--- config.mk ---
export PLATFORM = sky130hd
export DESIGN_NAME = mem_port_arbiter_flat
export DESIGN_NICKNAME = d
export VERILOG_FILES = /design/src/rtl/mem_port_arbiter_pkg.sv /design/src/rtl/mem_port_arbiter_if.sv /design/src/rtl/mem_port_arbiter_rd_tag_pipe.sv /design/src/rtl/mem_port_arbiter.sv /design/src/flat_wrapper.sv
export SDC_FILE = /design/constraint.sdc
export NUM_CORES = 1
export LEC_CHECK = 0
export ABC_CLOCK_PERIOD_IN_PS = 3170
export CAP_MARGIN = 20
export CORE_ASPECT_RATIO = 0.7
export CORE_MARGIN = 2
export CORE_UTILIZATION = 25
export DETAILED_ROUTE_END_ITERATION = 7
export PLACE_DENSITY = 0.61
export SLEW_MARGIN = 25
export SYNTH_ARGS = -nofsm -noshare
export SYNTH_HDL_FRONTEND = slang
export SYNTH_SLANG_ARGS = --single-unit
--- constraint.sdc ---
create_clock -name clk -period 3.17 [get_ports clk]
set_input_delay 0.7925 -clock clk [delete_from_list [all_inputs] [get_ports clk]]
set_output_delay 0.7925 -clock clk [all_outputs]
set_load 0.005 [all_outputs]
--- src/rtl/mem_port_arbiter_pkg.sv ---
// Shared types and constants for the program/data RAM port arbiter.
// Requester ids, default widths and the grant selection helper.
package mem_port_arbiter_pkg;

   localparam int AW_DEF = 16;
   localparam int DW_DEF = 16;

   localparam logic REQ_CORE   = 1'b0;
   localparam logic REQ_LOADER = 1'b1;

   typedef struct packed {
      logic valid;
      logic id;
   } rd_tag_t;

   // Returns {m1_gnt, m0_gnt}; last_gnt is the id granted most recently.
   function automatic logic [1:0] arb_pick(input logic req0, input logic req1,
                                           input logic last_gnt, input logic rr_en);
      logic [1:0] g;
      g = 2'b00;
      if (req0 && req1) begin
         g = (rr_en && (last_gnt == REQ_CORE)) ? 2'b10 : 2'b01;
      end else if (req0) begin
         g = 2'b01;
      end else if (req1) begin
         g = 2'b10;
      end
      return g;
   endfunction

endpackage

--- src/rtl/mem_port_arbiter_if.sv ---
// Bundle of both requester ports and the RAM command/data port.
// slave = arbiter view, master = requesters plus RAM view.
interface mem_port_arbiter_if #(
   parameter int AW = 16,
   parameter int DW = 16
);
   logic          m0_req;
   logic          m0_we;
   logic [AW-1:0] m0_addr;
   logic [DW-1:0] m0_wdata;
   logic          m0_gnt;
   logic          m0_rvalid;
   logic [DW-1:0] m0_rdata;

   logic          m1_req;
   logic          m1_we;
   logic [AW-1:0] m1_addr;
   logic [DW-1:0] m1_wdata;
   logic          m1_gnt;
   logic          m1_rvalid;
   logic [DW-1:0] m1_rdata;

   logic [AW-1:0] mem_address;
   logic [DW-1:0] mem_data;
   logic          mem_wren;
   logic [DW-1:0] mem_q;

   modport slave (
      input  m0_req, m0_we, m0_addr, m0_wdata,
      input  m1_req, m1_we, m1_addr, m1_wdata,
      input  mem_q,
      output m0_gnt, m0_rvalid, m0_rdata,
      output m1_gnt, m1_rvalid, m1_rdata,
      output mem_address, mem_data, mem_wren
   );

   modport master (
      output m0_req, m0_we, m0_addr, m0_wdata,
      output m1_req, m1_we, m1_addr, m1_wdata,
      output mem_q,
      input  m0_gnt, m0_rvalid, m0_rdata,
      input  m1_gnt, m1_rvalid, m1_rdata,
      input  mem_address, mem_data, mem_wren
   );
endinterface

--- src/rtl/mem_port_arbiter_rd_tag_pipe.sv ---
// Shift register of {valid,id} tags, RD_LAT deep, that lines up each
// issued read with the cycle its data appears on mem_q.
module mem_port_arbiter_rd_tag_pipe
   import mem_port_arbiter_pkg::*;
#(
   parameter int RD_LAT = 2
) (
   input  logic clk,
   input  logic reset,
   input  logic issue_valid,
   input  logic issue_id,
   output logic ret_valid,
   output logic ret_id
);

   rd_tag_t [RD_LAT-1:0] tag_q;
   rd_tag_t [RD_LAT-1:0] tag_d;

   always_comb begin
      tag_d          = tag_q;
      tag_d[0].valid = issue_valid;
      tag_d[0].id    = issue_id;
      for (int i = 1; i < RD_LAT; i++) begin
         tag_d[i] = tag_q[i-1];
      end
   end

   // Clearing the tags on reset is what discards in-flight reads.
   always_ff @(posedge clk or posedge reset) begin
      if (reset) begin
         tag_q <= '0;
      end else begin
         tag_q <= tag_d;
      end
   end

   assign ret_valid = tag_q[RD_LAT-1].valid;
   assign ret_id    = tag_q[RD_LAT-1].id;

endmodule

--- src/rtl/mem_port_arbiter.sv ---
// Two-requester arbiter for the single-port synchronous RAM: combinational
// grant, registered RAM command, read data routed back by id after RD_LAT.
module mem_port_arbiter
   import mem_port_arbiter_pkg::*;
#(
   parameter int AW     = AW_DEF,
   parameter int DW     = DW_DEF,
   parameter int RD_LAT = 2,
   parameter int RR     = 1
) (
   input  logic                clk,
   input  logic                reset,
   mem_port_arbiter_if.slave   bus
);

   logic [1:0]    gnt;
   logic          last_gnt_q, last_gnt_d;
   logic [AW-1:0] mem_address_q, mem_address_d;
   logic [DW-1:0] mem_data_q, mem_data_d;
   logic          mem_wren_q, mem_wren_d;
   logic          issue_valid;
   logic          issue_id;
   logic          ret_valid;
   logic          ret_id;

   always_comb begin
      gnt           = arb_pick(bus.m0_req, bus.m1_req, last_gnt_q, RR != 0);
      last_gnt_d    = last_gnt_q;
      mem_address_d = mem_address_q;
      mem_data_d    = mem_data_q;
      mem_wren_d    = 1'b0;
      issue_valid   = 1'b0;
      issue_id      = REQ_CORE;
      if (gnt[0]) begin
         last_gnt_d    = REQ_CORE;
         mem_address_d = bus.m0_addr;
         mem_data_d    = bus.m0_wdata;
         mem_wren_d    = bus.m0_we;
         issue_valid   = ~bus.m0_we;
         issue_id      = REQ_CORE;
      end else if (gnt[1]) begin
         last_gnt_d    = REQ_LOADER;
         mem_address_d = bus.m1_addr;
         mem_data_d    = bus.m1_wdata;
         mem_wren_d    = bus.m1_we;
         issue_valid   = ~bus.m1_we;
         issue_id      = REQ_LOADER;
      end
   end

   // last_gnt resets to the loader so the core wins the first tie.
   always_ff @(posedge clk or posedge reset) begin
      if (reset) begin
         last_gnt_q    <= REQ_LOADER;
         mem_address_q <= '0;
         mem_data_q    <= '0;
         mem_wren_q    <= 1'b0;
      end else begin
         last_gnt_q    <= last_gnt_d;
         mem_address_q <= mem_address_d;
         mem_data_q    <= mem_data_d;
         mem_wren_q    <= mem_wren_d;
      end
   end

   mem_port_arbiter_rd_tag_pipe #(
      .RD_LAT (RD_LAT)
   ) u_rd_tag_pipe (
      .clk         (clk),
      .reset       (reset),
      .issue_valid (issue_valid),
      .issue_id    (issue_id),
      .ret_valid   (ret_valid),
      .ret_id      (ret_id)
   );

   assign bus.m0_gnt      = gnt[0];
   assign bus.m1_gnt      = gnt[1];
   assign bus.m0_rvalid   = ret_valid & (ret_id == REQ_CORE);
   assign bus.m1_rvalid   = ret_valid & (ret_id == REQ_LOADER);
   assign bus.m0_rdata    = bus.mem_q;
   assign bus.m1_rdata    = bus.mem_q;
   assign bus.mem_address = mem_address_q;
   assign bus.mem_data    = mem_data_q;
   assign bus.mem_wren    = mem_wren_q;

endmodule
--- src/flat_wrapper.sv ---
// flat-port wrapper written by rule: the top's interface ports become plain ports
module mem_port_arbiter_flat import mem_port_arbiter_pkg::*;
#(
   parameter int AW     = AW_DEF,
   parameter int DW     = DW_DEF,
   parameter int RD_LAT = 2,
   parameter int RR     = 1
)
  (clk, reset, bus_m0_req, bus_m0_we, bus_m0_addr, bus_m0_wdata, bus_m1_req, bus_m1_we, bus_m1_addr, bus_m1_wdata, bus_mem_q, bus_m0_gnt, bus_m0_rvalid, bus_m0_rdata, bus_m1_gnt, bus_m1_rvalid, bus_m1_rdata, bus_mem_address, bus_mem_data, bus_mem_wren);
  mem_port_arbiter_if #(.AW(AW), .DW(DW)) bus_i ();
  input  logic clk;
  input  logic reset;
  input wire logic [$bits(bus_i.m0_req)-1:0] bus_m0_req;
  input wire logic [$bits(bus_i.m0_we)-1:0] bus_m0_we;
  input wire logic [$bits(bus_i.m0_addr)-1:0] bus_m0_addr;
  input wire logic [$bits(bus_i.m0_wdata)-1:0] bus_m0_wdata;
  input wire logic [$bits(bus_i.m1_req)-1:0] bus_m1_req;
  input wire logic [$bits(bus_i.m1_we)-1:0] bus_m1_we;
  input wire logic [$bits(bus_i.m1_addr)-1:0] bus_m1_addr;
  input wire logic [$bits(bus_i.m1_wdata)-1:0] bus_m1_wdata;
  input wire logic [$bits(bus_i.mem_q)-1:0] bus_mem_q;
  output wire logic [$bits(bus_i.m0_gnt)-1:0] bus_m0_gnt;
  output wire logic [$bits(bus_i.m0_rvalid)-1:0] bus_m0_rvalid;
  output wire logic [$bits(bus_i.m0_rdata)-1:0] bus_m0_rdata;
  output wire logic [$bits(bus_i.m1_gnt)-1:0] bus_m1_gnt;
  output wire logic [$bits(bus_i.m1_rvalid)-1:0] bus_m1_rvalid;
  output wire logic [$bits(bus_i.m1_rdata)-1:0] bus_m1_rdata;
  output wire logic [$bits(bus_i.mem_address)-1:0] bus_mem_address;
  output wire logic [$bits(bus_i.mem_data)-1:0] bus_mem_data;
  output wire logic [$bits(bus_i.mem_wren)-1:0] bus_mem_wren;
  assign bus_i.m0_req = bus_m0_req;
  assign bus_i.m0_we = bus_m0_we;
  assign bus_i.m0_addr = bus_m0_addr;
  assign bus_i.m0_wdata = bus_m0_wdata;
  assign bus_i.m1_req = bus_m1_req;
  assign bus_i.m1_we = bus_m1_we;
  assign bus_i.m1_addr = bus_m1_addr;
  assign bus_i.m1_wdata = bus_m1_wdata;
  assign bus_i.mem_q = bus_mem_q;
  assign bus_m0_gnt = bus_i.m0_gnt;
  assign bus_m0_rvalid = bus_i.m0_rvalid;
  assign bus_m0_rdata = bus_i.m0_rdata;
  assign bus_m1_gnt = bus_i.m1_gnt;
  assign bus_m1_rvalid = bus_i.m1_rvalid;
  assign bus_m1_rdata = bus_i.m1_rdata;
  assign bus_mem_address = bus_i.mem_address;
  assign bus_mem_data = bus_i.mem_data;
  assign bus_mem_wren = bus_i.mem_wren;
  mem_port_arbiter #(.AW(AW), .DW(DW), .RD_LAT(RD_LAT), .RR(RR)) u_core (.clk(clk), .reset(reset), .bus(bus_i));
endmodule
==> run summary, run 1 <==
Routability Congestion -> 0.737
Resize count post-CTS -> 0
dpl ws -> 284 ps
fin worst setup slack -> 285 ps
Max FO, Critical Path -> 4
Mapped Avg Cell Area -> 11.9 µm²
Synth Register Bits -> 38
setup repair bufs after CTS -> 0
grt total ovfl -> 0
fin crit period -> 2890 ps
status -> complete, no violations
Clock Tree Buf Depth -> 2
Core ar. -> 7450 µm²
DRT Pass-1 Iters -> 4
origin of the critical flop-to-flop path -> u_core.last_gnt_q
first-pass GRT wire length -> 8280 µm
Placed Instances -> 329
Compound-Gate Fraction of Synth Area -> 20.4%
Setup TNS Final -> 0 ps
Core Util, Final -> 39.4%
CTS Sinks -> 38
initial DRC count -> 82
P&R area growth vs syn -> 49.9%
vias in the first global route -> 1646
CP max-delay cell -> clkdlybuf4s50_1
Worst-Skew Late Latency -> 280 ps
Worst Hold Launch -> u_core.u_rd_tag_pipe.tag_d[2]
Startpoint Class -> input port
CP Capture Type -> primary output
fin crit share -> 91.0%
Port Buffers -> 106
reg-to-reg critical path endpoint -> u_core.bus.mem_data[2]
GRT Total Usage -> 12.4%
Worst path max stage delay -> 510 ps
die area -> 8570 µm²
routed vias/inst -> 4.55
final WL -> 5260 µm
Final Hold Vio Count -> 0
Synth cell types -> 22
logic gate share of total power -> 27.5%
RSZ-0062 raised after global routing -> no
CTS H-Tree Depth -> 2
io pins -> 155
clock root cell -> clkbuf_8
num rows -> 26
via count -> 1534
Slew @ Worst Pin -> 484 ps
initial antenna violation count -> 0
Fill cells -> 735
chip width -> 110 µm
largest family of logic cells by synthesized area -> compound AO/OA/AOI/OAI gates
Rel. slew slack -> 67.8%
Max rail drop VDD -> 0.149 mV
WHS -> 360 ps
Die Y -> 78.0 µm
NumNets Final -> 324
cell chain of the critical path -> clkdlybuf4s50_1 -> nand2_2 -> nand2_2 -> inv_1 -> clkdlybuf4s50_1
Slew Limit Fails -> 0
Hold Path Depth -> 0
HPWL Detailed -> 3630 µm
r2r worst-path depth -> 4
synth warn -> 0
final setup fails -> 0
Syn Std Cell Area -> 1960 µm²
Post-Layout Cell Count -> 337
TritonCTS clock tree -> yes
Synth Area in XOR/XNOR -> 0%
power per cell area -> 435 nW/µm²
ratio of cells with drive above 1 in the final layout -> 19.2%
Num CTS Buffers -> 5
max_cap viols -> 0
Initial Util -> 26.3%
ant diodes -> 0
Clock Skew -> 4.44 ps
FMAX -> 0.347 GHz
clock group share of total power -> 27.5%
P_sw -> 0.322 mW
Post-Synth Adder-Cell Area -> 0%
mux contribution to synthesized area -> 1.02%
Worst Hold Class -> reg2reg
Cells after Synth -> 165
Post-route DRC -> 0
Setup CP Type -> in2out
Net Sw Frac -> 25.2%
Simple-Gate Fraction of Synth Area -> 11.5%
pin count of the biggest net entering global routing -> 39
Hold Buf Count CTS -> 0
Wirelength per Cell -> 15.6 µm
P_leak -> 1.13 nW
post-route ant nets -> 0
hold path endpoint -> u_core.u_rd_tag_pipe.ret_id
post-synthesis sequential area ratio -> 48.6%
Reg clk slew, reported paths -> 80 ps
syn_nets -> 251
sequential share of power -> 45.0%
Int Pwr -> 0.954 mW
WP data required -> 2380 ps
Worst EP arrival -> 2090 ps
Reg2Reg Setup Slack -> 1730 ps
==> power groups by stage <==
| stage | clock network (mW) | registers [mW] | logic, mW |
|---|---|---|---|
| floorplan | 0 | 0.585 | 0.161 |
| global placement | 0 | 0.582 | 0.355 |
| detailed placement | 0 | 0.583 | 0.355 |
| CTS | 0.366 | 0.575 | 0.356 |
| global route | 0.389 | 0.584 | 0.380 |
| finish | 0.351 | 0.575 | 0.351 |
==> sequential cells by signal (all words and copies together), names as in the netlist <==
| register | cells |
|---|---|
| u_core.u_rd_tag_pipe.tag_d | 2 |
| u_core.bus.mem_address | 16 |
| u_core.last_gnt_q | 1 |
| u_core.bus.mem_data | 16 |
| u_core.bus.mem_wren | 1 |
| u_core.u_rd_tag_pipe.ret_valid | 1 |
| u_core.u_rd_tag_pipe.ret_id | 1 |
==> layout by cell type, fill, tap and decap left out <==
cell type | netlist | routed
mux2i_1 | 2 | 2
o221a_1 | 2 | 2
a31oi_1 | 2 | 2
a22o_1 | 1 | 1
nor2b_1 | 1 | 1
clkinvlp_4 | 0 | 1
inv_1 | 5 | 5
clkdlybuf4s50_1 | 0 | 106
o21ai_0 | 2 | 2
clkbuf_8 | 0 | 6
clkinv_2 | 0 | 1
a21boi_0 | 1 | 1
buf_4 | 33 | 5
dfrtp_1 | 37 | 37
dfstp_2 | 1 | 1
nand2_2 | 2 | 2
or3_1 | 30 | 30
o221a_2 | 28 | 28
and2_1 | 1 | 1
o21ai_4 | 1 | 1
and3_1 | 2 | 2
o22ai_1 | 1 | 1
inv_2 | 1 | 1
==> cell usage after synthesis <==
master / instances / area, µm²
buf_4: 33 / 248
clkbuf_1: 5 / 18.8
nor2b_1: 1 / 6.26
and2_1: 1 / 6.26
buf_2: 1 / 5.00
o221a_2: 28 / 315
o21ai_4: 1 / 16.3
inv_1: 5 / 18.8
a22o_1: 1 / 8.76
a31oi_1: 2 / 12.5
mux2i_1: 2 / 20.0
o21ai_0: 2 / 10.0
nand2_2: 2 / 12.5
o22ai_1: 1 / 6.26
or3_1: 30 / 188
o221a_1: 2 / 22.5
and3_1: 2 / 12.5
dfstp_2: 1 / 26.3
buf_6: 6 / 67.6
dfrtp_1: 37 / 926
inv_2: 1 / 3.75
a21boi_0: 1 / 7.51
==> cell type report <==
| type | count | area (µm²) | share of cell area, % |
|---|---|---|---|
| Clock buffer | 6 | 82.6 | 2.81 |
| Sequential cell | 38 | 952 | 32.4 |
| Inverter | 6 | 22.5 | 0.767 |
| Tap cell | 98 | 123 | 4.18 |
| Clock inverter | 2 | 12.5 | 0.426 |
| Timing Repair Buffer | 111 | 1100 | 37.4 |
| Multi-Input combinational cell | 76 | 644 | 22.0 |
==> worst max-delay path, delay by kind of cell <==
| kind | cells | cell delay (ps) |
|---|---|---|
| and+or+nand+nor | 2 | 210 |
| buffers and inverters | 3 | 1100 |
==> per-stage QoR <==
| stage | area [µm²] | total power [mW] |
|---|---|---|
| after CTS | 2940 | 1.30 |
| final | 2940 | 1.28 |
| after global routing | 2940 | 1.35 |
| after detailed placement | 2840 | 0.938 |
| after floorplan | 1960 | 0.745 |
| after global placement | 2840 | 0.938 |
==> metal layers <==
metal	vias to the layer above	GRT usage, %	wire length, µm
li1	731	-	-
met1	734	16.1	2410
met2	67	19.7	2370
met3	2	4.73	466
met4	0	2.66	14
met5	-	0	0
==> kinds of logic (layout without fill, tap and decap cells) <==
| kind of cell | after synthesis | in the layout |
|---|---|---|
| DFF | 38 | 38 |
| buffers and inverters | 51 | 125 |
| muxes | 2 | 2 |
| AOI/OAI and AO/OA | 38 | 38 |
| and+or+nand+nor | 36 | 36 |
==> worst max path at each step <==
stage          cells past startpoint        from         end
2_1_floorplan                      4  bus_m0_req  bus_m1_gnt
3_3_place_gp                       5  bus_m0_req  bus_m1_gnt
3_5_place_dp                       5  bus_m0_req  bus_m1_gnt
4_1_cts                            5  bus_m0_req  bus_m1_gnt
5_1_grt                            5  bus_m0_req  bus_m1_gnt
6_report                           5  bus_m0_req  bus_m1_gnt
Power figures use the tool's default switching activity.
==> run 2: changes to the inputs <==
--- a/config.mk
+++ b/config.mk
@@ -9,9 +9,11 @@
 export CAP_MARGIN = 20
 export CORE_ASPECT_RATIO = 0.7
 export CORE_MARGIN = 2
-export CORE_UTILIZATION = 25
+export CORE_UTILIZATION = 36
+export CTS_CLUSTER_SIZE = 20
 export DETAILED_ROUTE_END_ITERATION = 7
-export PLACE_DENSITY = 0.61
+export PLACE_DENSITY = 0.84
+export SKIP_CTS_REPAIR_TIMING = 1
 export SLEW_MARGIN = 25
 export SYNTH_ARGS = -nofsm -noshare
 export SYNTH_HDL_FRONTEND = slang
==> run 2 against run 1 <==
  * Via count is 2.9% higher
  * Cell count is 7.4% lower
  * Die area is 29% lower
  * Critical path depth stayed put
  * Clock skew is 0.63 ps higher
  * Total power is 3.5% lower
  * Sequential share of layout area is 0.26 points higher
  * Critical endpoint is now bus_m0_gnt
  * Largest cell class unchanged
==> run summary, run 2 (synthesis results as in run 1) <==
status -> complete, no violations
Clock Tree Buf Depth -> 2
first-pass GRT wire length -> 7880 µm
CTS H-Tree Depth -> 2
Routability Congestion -> 0.730
RSZ-0062 raised after global routing -> no
Setup CP Type -> in2out
GRT Total Usage -> 16.7%
fin crit share -> 90.9%
Slew @ Worst Pin -> 719 ps
grt met2 use -> 27.1%
final WL -> 5010 µm
post-route cell area -> 2910 µm²
Worst Hold Class -> reg2reg
Die Y -> 65.7 µm
Post-route DRC -> 0
dpl ws -> 283 ps
Wirelength per Cell -> 16.0 µm
ant diodes -> 0
CTS Sinks -> 38
Reg clk slew, reported paths -> 70 ps
FMAX -> 0.347 GHz
initial DRC count -> 62
WP data required -> 2380 ps
Rel. slew slack -> 52.0%
most frequent cells in the layout -> clkdlybuf4s50_1, dfrtp_1, or3_1
fin worst setup slack -> 290 ps
P&R area growth vs syn -> 48.7%
CP Capture Type -> primary output
io pins -> 155
HPWL Detailed -> 3660 µm
via count -> 1578
fin crit period -> 2880 ps
Startpoint Class -> input port
final setup fails -> 0
post-route ant nets -> 0
Final Hold Vio Count -> 0
Num CTS Buffers -> 5
Placed Instances -> 305
WHS -> 351 ps
Tot Pwr -> 1.23 mW
Max FO, Critical Path -> 4
GRT busiest layer -> met2
power per cell area -> 423 nW/µm²
Port Buffers -> 106
Setup TNS Final -> 0 ps
max_cap viols -> 0
chip width -> 92.2 µm
Worst EP arrival -> 2090 ps
Initial Util -> 37.4%
Worst-Skew Late Latency -> 280 ps
pin count of the biggest net entering global routing -> 33
vias in the first global route -> 1681
Post-Layout Cell Count -> 312
initial antenna violation count -> 0
P_leak -> 1.14 nW
Slew Limit Fails -> 0
Core Util, Final -> 55.7%
num rows -> 22
DRT Pass-1 Iters -> 4
TritonCTS clock tree -> yes
die area -> 6050 µm²
Max rail drop VDD -> 0.163 mV
clock root cell -> clkbuf_8
Core ar. -> 5230 µm²
ratio of cells with drive above 1 in the final layout -> 18.8%
most common cell after layout, fill and taps aside -> clkdlybuf4s50_1
placed standard-cell area -> 2840 µm²
Clock Skew -> 5.07 ps
met1 usage -> 20.6%
routed vias/inst -> 5.06
grt total ovfl -> 0
NumNets Final -> 326
met3 Resource Use GR -> 7.00%
run 2: final cells by class:
class / count / area [µm²]
Fill cell: 458 / 2320
Tap cell: 72 / 90.1
Multi-Input combinational cell: 76 / 644
Timing Repair Buffer: 113 / 1130
Clock buffer: 7 / 76.3
Sequential cell: 38 / 952
Inverter: 6 / 22.5
run 2: path summary, 6_finish.rpt:
kind,start,endpoint,slack (ps),cells past startpoint
setup / recovery,bus_m1_req,bus_m0_gnt,290,5
hold / removal,u_core.u_rd_tag_pipe.tag_d[3],u_core.u_rd_tag_pipe.ret_valid,350,0
setup reg to reg,u_core.last_gnt_q,u_core.bus.mem_data[1],1720,4
hold reg to reg,u_core.u_rd_tag_pipe.tag_d[3],u_core.u_rd_tag_pipe.ret_valid,350,0
max in group asynchronous,reset,u_core.last_gnt_q,1600,3
min in group asynchronous,reset,u_core.bus.mem_data[4],930,2
run 2: layer usage:
layer	routed length, µm	vias up
met2	2240	77
li1	-	734
met3	433	7
met5	0	-
met1	2270	760
met4	55	0
run 2: report_power, final:
part | switching, mW | internal [mW] | total [mW]
logic | 0.115 | 0.239 | 0.354
registers | 0.0312 | 0.545 | 0.576
clock network | 0.150 | 0.151 | 0.301
total | 0.296 | 0.935 | 1.23
run 2: critical path: stages:
cell	delay [ps]
clkdlybuf4s50_1	570
inv_2	80
o21ai_4	130
inv_1	70
clkdlybuf4s50_1	450
